<file path="src/rtl/fpu_i2f_writeback_pkg.sv">
// fpu_i2f_writeback_pkg: shared FPU flag indices, flag type and writeback entry layout
package fpu_i2f_writeback_pkg;

    localparam int NV = 4;
    localparam int DZ = 3;
    localparam int OF = 2;
    localparam int UF = 1;
    localparam int NX = 0;

    typedef logic [4:0] fflags_t;

    // Default-width (IEEE32, 5-bit tag) view of one buffered writeback entry
    typedef struct packed {
        logic [31:0] fp;
        logic [4:0]  rd;
        fflags_t     flags;
    } fpu_wb_entry;

endpackage

</file>
<file path="src/rtl/fpu_i2f_writeback_fifo2.sv">
// fpu_wb_fifo2: generic 2-entry valid/ready circular buffer with synchronous flush
module fpu_wb_fifo2 #(
    parameter int W = 8
) (
    input  logic         clk,
    input  logic         rst,
    input  logic         flush,
    input  logic         in_valid,
    output logic         in_ready,
    input  logic [W-1:0] in_data,
    output logic         out_valid,
    input  logic         out_ready,
    output logic [W-1:0] out_data,
    output logic         pop
);

    logic [W-1:0] mem_q [2];
    logic         hd_q, hd_d, tl_q, tl_d, push;
    logic [1:0]   cnt_q, cnt_d;

    assign in_ready  = cnt_q != 2'd2;
    assign out_valid = cnt_q != 2'd0;
    assign out_data  = mem_q[hd_q];
    assign push      = in_valid & in_ready & ~flush;
    assign pop       = out_valid & out_ready & ~flush;

    // Pointer/count next state; flush returns the buffer to its empty home position
    always_comb begin
        hd_d  = flush ? 1'b0 : hd_q ^ pop;
        tl_d  = flush ? 1'b0 : tl_q ^ push;
        cnt_d = flush ? 2'd0 : cnt_q + {1'b0, push} - {1'b0, pop};
    end

    // State and storage registers; payload is only written on an accepted push
    always_ff @(posedge clk) begin
        if (rst) begin
            mem_q[0] <= '0;
            mem_q[1] <= '0;
            hd_q     <= 1'b0;
            tl_q     <= 1'b0;
            cnt_q    <= 2'd0;
        end else begin
            hd_q  <= hd_d;
            tl_q  <= tl_d;
            cnt_q <= cnt_d;
            if (push) mem_q[tl_q] <= in_data;
        end
    end

endmodule

</file>
<file path="src/rtl/fpu_i2f_writeback.sv">
// fpu_i2f_writeback: int-to-float result buffer and fflags accrual; FPU_WB_FLAG_ACC_EN builds the fflags register
module fpu_i2f_writeback
    import fpu_i2f_writeback_pkg::*;
#(
    parameter int std   = 31,
    parameter int tag_w = 5
) (
    input  logic             clk,
    input  logic             rst,
    input  logic             flush,
    input  logic             in_valid,
    output logic             in_ready,
    input  logic [std:0]     in_float,
    input  logic             in_invalid,
    input  logic             in_inexact,
    input  logic [tag_w-1:0] in_rd,
    output logic             wb_valid,
    input  logic             wb_ready,
    output logic [std:0]     wb_data,
    output logic [tag_w-1:0] wb_rd,
    output logic [4:0]       wb_flags,
    input  logic             fflags_we,
    input  logic [4:0]       fflags_wdata,
    output logic [4:0]       fflags
);

    // Same layout as fpu_wb_entry, sized by this instance's parameters
    typedef struct packed {
        logic [std:0]     fp;
        logic [tag_w-1:0] rd;
        fflags_t          flags;
    } entry_t;

    entry_t  in_e, wb_e;
    fflags_t in_flags;
    logic    pop;

    // Converter only raises invalid and inexact
    always_comb begin
        in_flags     = '0;
        in_flags[NV] = in_invalid;
        in_flags[NX] = in_inexact;
    end

    assign in_e     = '{fp: in_float, rd: in_rd, flags: in_flags};
    assign wb_data  = wb_e.fp;
    assign wb_rd    = wb_e.rd;
    assign wb_flags = wb_e.flags;

    fpu_wb_fifo2 #(.W($bits(entry_t))) u_fifo (
        .clk       (clk),
        .rst       (rst),
        .flush     (flush),
        .in_valid  (in_valid),
        .in_ready  (in_ready),
        .in_data   (in_e),
        .out_valid (wb_valid),
        .out_ready (wb_ready),
        .out_data  (wb_e),
        .pop       (pop)
    );

`ifdef FPU_WB_FLAG_ACC_EN
    fflags_t fflags_q, fflags_d, ret_flags;

    // Retiring flags are merged into a CSR write so they are never lost
    always_comb begin
        ret_flags = pop ? wb_e.flags : '0;
        fflags_d  = fflags_we ? (fflags_wdata | ret_flags) : (fflags_q | ret_flags);
    end

    // Accrued exception flags register
    always_ff @(posedge clk) begin
        if (rst) fflags_q <= '0;
        else     fflags_q <= fflags_d;
    end

    assign fflags = fflags_q;
`else
    logic unused_csr;
    assign unused_csr = ^{fflags_we, fflags_wdata};
    assign fflags     = '0;
`endif

endmodule

</file>
<file path="config.mk">
export PLATFORM = sky130hd
export DESIGN_NAME = fpu_i2f_writeback
export DESIGN_NICKNAME = d
export VERILOG_FILES = /design/src/rtl/fpu_i2f_writeback_pkg.sv /design/src/rtl/fpu_i2f_writeback_fifo2.sv /design/src/rtl/fpu_i2f_writeback.sv
export SDC_FILE = /design/constraint.sdc
export NUM_CORES = 1
export LEC_CHECK = 0
export CAP_MARGIN = 20
export CORE_ASPECT_RATIO = 0.75
export CORE_MARGIN = 4
export CORE_UTILIZATION = 48
export CTS_CLUSTER_SIZE = 14
export DETAILED_ROUTE_END_ITERATION = 7
export PLACE_DENSITY_LB_ADDON = 0.15
export SLEW_MARGIN = 0
export SYNTH_ARGS = -nofsm -noshare
export SYNTH_HDL_FRONTEND = slang
export SYNTH_SLANG_ARGS = --single-unit
</file>
<file path="constraint.sdc">
create_clock -name clk -period 4.3 [get_ports clk]
set_input_delay 1.29 -clock clk [delete_from_list [all_inputs] [get_ports clk]]
set_output_delay 1.29 -clock clk [all_outputs]
set_load 0.02 [all_outputs]
</file>
Word-level counts from Yosys, hierarchy flattened
Memories as Yosys holds them, arrays and structs flattened. A register that Yosys moved wholly into a read port is not among the register bits. Cells that the tools add are included.

$add $sub $neg: 2. Equal/unequal tests: 1. Mux-type cells: 9. Bitwise gates (word level): 7. Reductions and logical operators: 3.

Operator list (count): $mux W39 (1); $reduce_or A39 Y1 (1); $mux W1 (8); $and A1 B1 Y1 (4); $add A2 B1 Y2 (1); $ne A2 B2 Y1 const B (1); $reduce_bool A2 Y1 (1); $reduce_or A2 Y1 (1); $sub A2 B1 Y2 (1); $xor A1 B1 Y1 (2); $not A1 Y1 (1).

Register bits after elaboration: 4. Bits in writable memories: 78. Logic and storage cells: 26. Memories: 1.

Memory list: u_fifo.mem_q (words 2, bits a word 39, read ports 1, clocked after Yosys merged registers in 1, wr ports 2, RTL line fpu_i2f_writeback_fifo2.sv:17) `logic [W-1:0] mem_q [2];`.

Depth between registers and ports, before layout
Depth in word-level cells: 8. Mapped depth: 9. Gate-level depth less buffers: 9.

By module
Synthesis repeated with hierarchy kept, for this count alone.

Cell total of the unflattened synthesis: 267. Area total of the unflattened synthesis: 3917.5 um^2.

Modules (own cells, without submodules): fpu_wb_fifo2 (times used 1, cells each 261, area an instance 3876.2 um^2, seq. area each 2602.5 um^2); fpu_i2f_writeback (times used 1, cells each 6, area an instance 41.3 um^2, seq. area each 0.0 um^2).

Least setup slack after synthesis
Ideal clock, no wire load.

Path type: in2reg. Start point: input port flush. End point: memory u_fifo.mem_q[0][0] in the netlist's numbering (enable). Setup time: 0.444 ns. Data arrival time: 3.503 ns. Slack: 0.353 ns. Stages on the path: 4. Path buffers: 0. Cells stage by stage: nand2b_1 nor2_1 inv_1 o21bai_1.

RTL lines: from (decl) (RTL line fpu_i2f_writeback.sv:10) `input logic flush,`; to (decl) (RTL line fpu_i2f_writeback_fifo2.sv:17).

==> summary.md <==
| Metric | Value |
|---|---|
| Status | `complete, no violations` |
| Insertion delay to the later sink of the worst-skew pair | `approximately 0.35 ns` |
| Wirelength per Cell | `15.4 µm` |
| Post-CTS setup-driven buffer insertion count | `0` |
| CP Launch Type | `flop` |
| CP Capture Type | `output pin` |
| Top-level port count | `99` |
| Clock Pin Slew Worst Setup and Hold Paths | `about 0.070 ns` |
| Cell row count | `27` |
| Iteration-0 DRC Markers | `41` |
| CTS tree | `done` |
| Register area share after synthesis | `66.2%` |
| Critical-path maximum fanout | `21` |
| Leakage power summed over all cells | `around 0.0018 µW` |
| Total congestion overflow | `0` |
| Number of port buffers | `84` |
| FF+latch count, synth | `82` |
| Antenna violations before repair | `0` |
| Total power density per cell area | `344 mW/mm²` |
| Nets@finish | `387` |
| Antenna diode count | `0` |
| H-tree depth | `3` |
| Path category of the worst min-delay check | `flop to flop` |
| Setup-violating endpoint count in the final report | `0` |
| Share of layout cells above drive strength 1 | `19.8%` |
| Maximum clock insertion buffer count | `2` |
| Number of synthesis warnings | `0` |
| Maximum VDD drop | `0.180 mV` |
| Worst rel slew slack | `61.8%` |
| Post-Syn Instances | `246` |
| Clock tree sinks | `82` |
| Die width | `109 µm` |
| Min Tclk post-route | `between 3 and 4 ns` |
| FMAX | `285 MHz` |
| Detailed-route via count | `2126` |
| Count of distinct cell types in the synthesized netlist | `25` |
| Max-slew violation count | `0` |
| Buffer cell driving the clock tree root | `clkbuf_8` |
| Count of antenna-violating nets left after detailed routing | `0` |
| Floorplan Core Area | `0.00736 mm²` |
| Final routed DRC violation total | `0` |
| RSZ-0062 raised after global routing | `false` |
| Count of fill cells added during filler insertion | `588` |
| Die Outline Area | `0.00910 mm²` |
| Transition time at the pin with the least slew margin | `0.572 ns` |
| Hold Violations, Final | `0` |
| Total Neg Setup Slack | `0 ns` |
| Total Routed Length | `6780 µm` |
| Area Growth Syn to Fin | `31.4%` |
| Share of the clock period used by the worst path | `81.5%` |
| Worst EP arrival | `2.21 ns` |
| Post-placement setup slack | `0.906 ns` |
| Vertical die dimension | `83.6 µm` |
| WS Path Type | `flop to output pin` |
| Pin count of the biggest net entering global routing | `40` |
| Number of buffers added to fix hold violations after cts | `0` |
| Maximum capacitance violations | `0` |
| Number of buffers added by the clock tree synthesis step | `9` |
| Mapped Area | `0.00366 mm²` |
| Starting utilization of the core area | `49.7%` |
| Worst Skew | `0.00773 ns` |
| Number of vias per cell | `approximately 4.8` |
| Detailed Place HPWL | `approximately 4500 µm` |
| Required time of the critical path | `3.01 ns` |
| Total global routing track utilization | `16.0%` |
| Final WS setup | `0.796 ns` |
| Vias in the first global route | `roughly 2300` |
| Routability congestion estimate from global placement | `0.706` |
| Per-instance average area after synthesis | `about 15 µm²` |
| Cts repair resizes | `0` |
| First-pass detailed-route iteration total | `4` |
| First-pass GRT wire length | `approximately 11000 µm` |
final cells by class:
type | count | area (µm²) | share of cell area, %
Multi-Input combinational cell | 148 | 1140 | 23.8
Tap cell | 101 | 126 | 2.63
Clock buffer | 11 | 131 | 2.73
Timing Repair Buffer | 91 | 918 | 19.1
Sequential cell | 82 | 2420 | 50.4
Clock inverter | 4 | 53.8 | 1.12
Inverter | 3 | 11.3 | 0.234
synth_stat cells (all sizes together):
library cell | n | share of area, %
a21o | 1 | 0.21
and2 | 80 | 14
and4 | 1 | 0.31
buf | 18 | 3.3
clkbuf | 2 | 0.21
conb | 1 | 0.10
dfxtp | 4 | 2.2
edfxtp | 78 | 64
ha | 2 | 0.68
inv | 3 | 0.31
mux2 | 39 | 12
nand2 | 1 | 0.10
nand2b | 1 | 0.17
nor2 | 5 | 0.51
nor2b | 1 | 0.38
nor3 | 1 | 0.14
nor4 | 1 | 0.34
o21ai | 1 | 0.14
o21bai | 2 | 0.41
or2 | 2 | 0.34
xor2 | 2 | 0.48
registers in the layout, summed over array words and instances (netlist names):
name	count
u_fifo.mem_q	78
u_fifo.cnt_q	2
u_fifo.hd_q	1
u_fifo.tl_q	1
path summary, 6_finish.rpt:
| check | start | depth (start not counted) | slack (ns) | to |
|---|---|---|---|---|
| worst max-delay path | u_fifo.hd_q$_SDFF_PP0_ | 3 | 0.80 | wb_data[22] |
| worst min register to register | u_fifo.cnt_q[1]$_SDFF_PP0_ | 2 | 0.54 | u_fifo.cnt_q[1]$_SDFF_PP0_ |
| worst min-delay path | u_fifo.cnt_q[1]$_SDFF_PP0_ | 2 | 0.54 | u_fifo.cnt_q[1]$_SDFF_PP0_ |
| worst max register to register | u_fifo.cnt_q[1]$_SDFF_PP0_ | 5 | 2.47 | u_fifo.mem_q[0][17]$_SDFFCE_PN0P_ |
kinds of logic after synthesis:
kind of cell               synth area share (%)
and+or+nand+nor                            16.0
AOI/OAI and AO/OA                         0.752
muxes                                      12.0
xor gates and xnor gates                  0.479
other                                     0.102
buffers and inverters                      3.86
adders and majority gates                 0.683
DFF                                        66.2
critical path: stages (launching register included):
cell and delay [ns]:
dfxtp_2 0.70, buf_12 0.25, mux2_2 0.36, clkdlybuf4s50_1 0.55
metrics by stage:
stage	power [µW]	std cells	hold WS (ns)	area [µm²]	util, %
6_report	1650	440	0.540	4810	65.3
4_1_cts	1670	440	0.541	4810	65.3
2_1_floorplan	1040	253	0.481	3690	-
3_3_place_gp	1140	425	0.516	4620	62.8
3_5_place_dp	1150	425	0.530	4620	62.8
5_1_grt	1720	440	0.576	4810	65.3
cells in the final DEF, fill, tap and decap left out, types with 3 or more instances in the layout:
cell,count
nor2_1,5
and2_1,80
clkbuf_8,9
buf_4,5
mux2_2,39
clkdlybuf4s50_1,84
edfxtp_1,78
dfxtp_1,3
conb_1,8
power breakdown:
group          switching [µW]  leakage, µW  internal [µW]
sequential               10.9     0.000847            912
clock                     262    0.0000856            266
combinational            94.7     0.000880            108
routing by layer:
layer,wire length (µm),GRT usage (%),share of wire (%)
met1,2770,17.8,41
met2,3500,28.4,52
met3,436,5.49,6.4
met4,71,5.16,1.0
met5,0,0,0
Note: power is estimated with default switching activity, not from simulation.
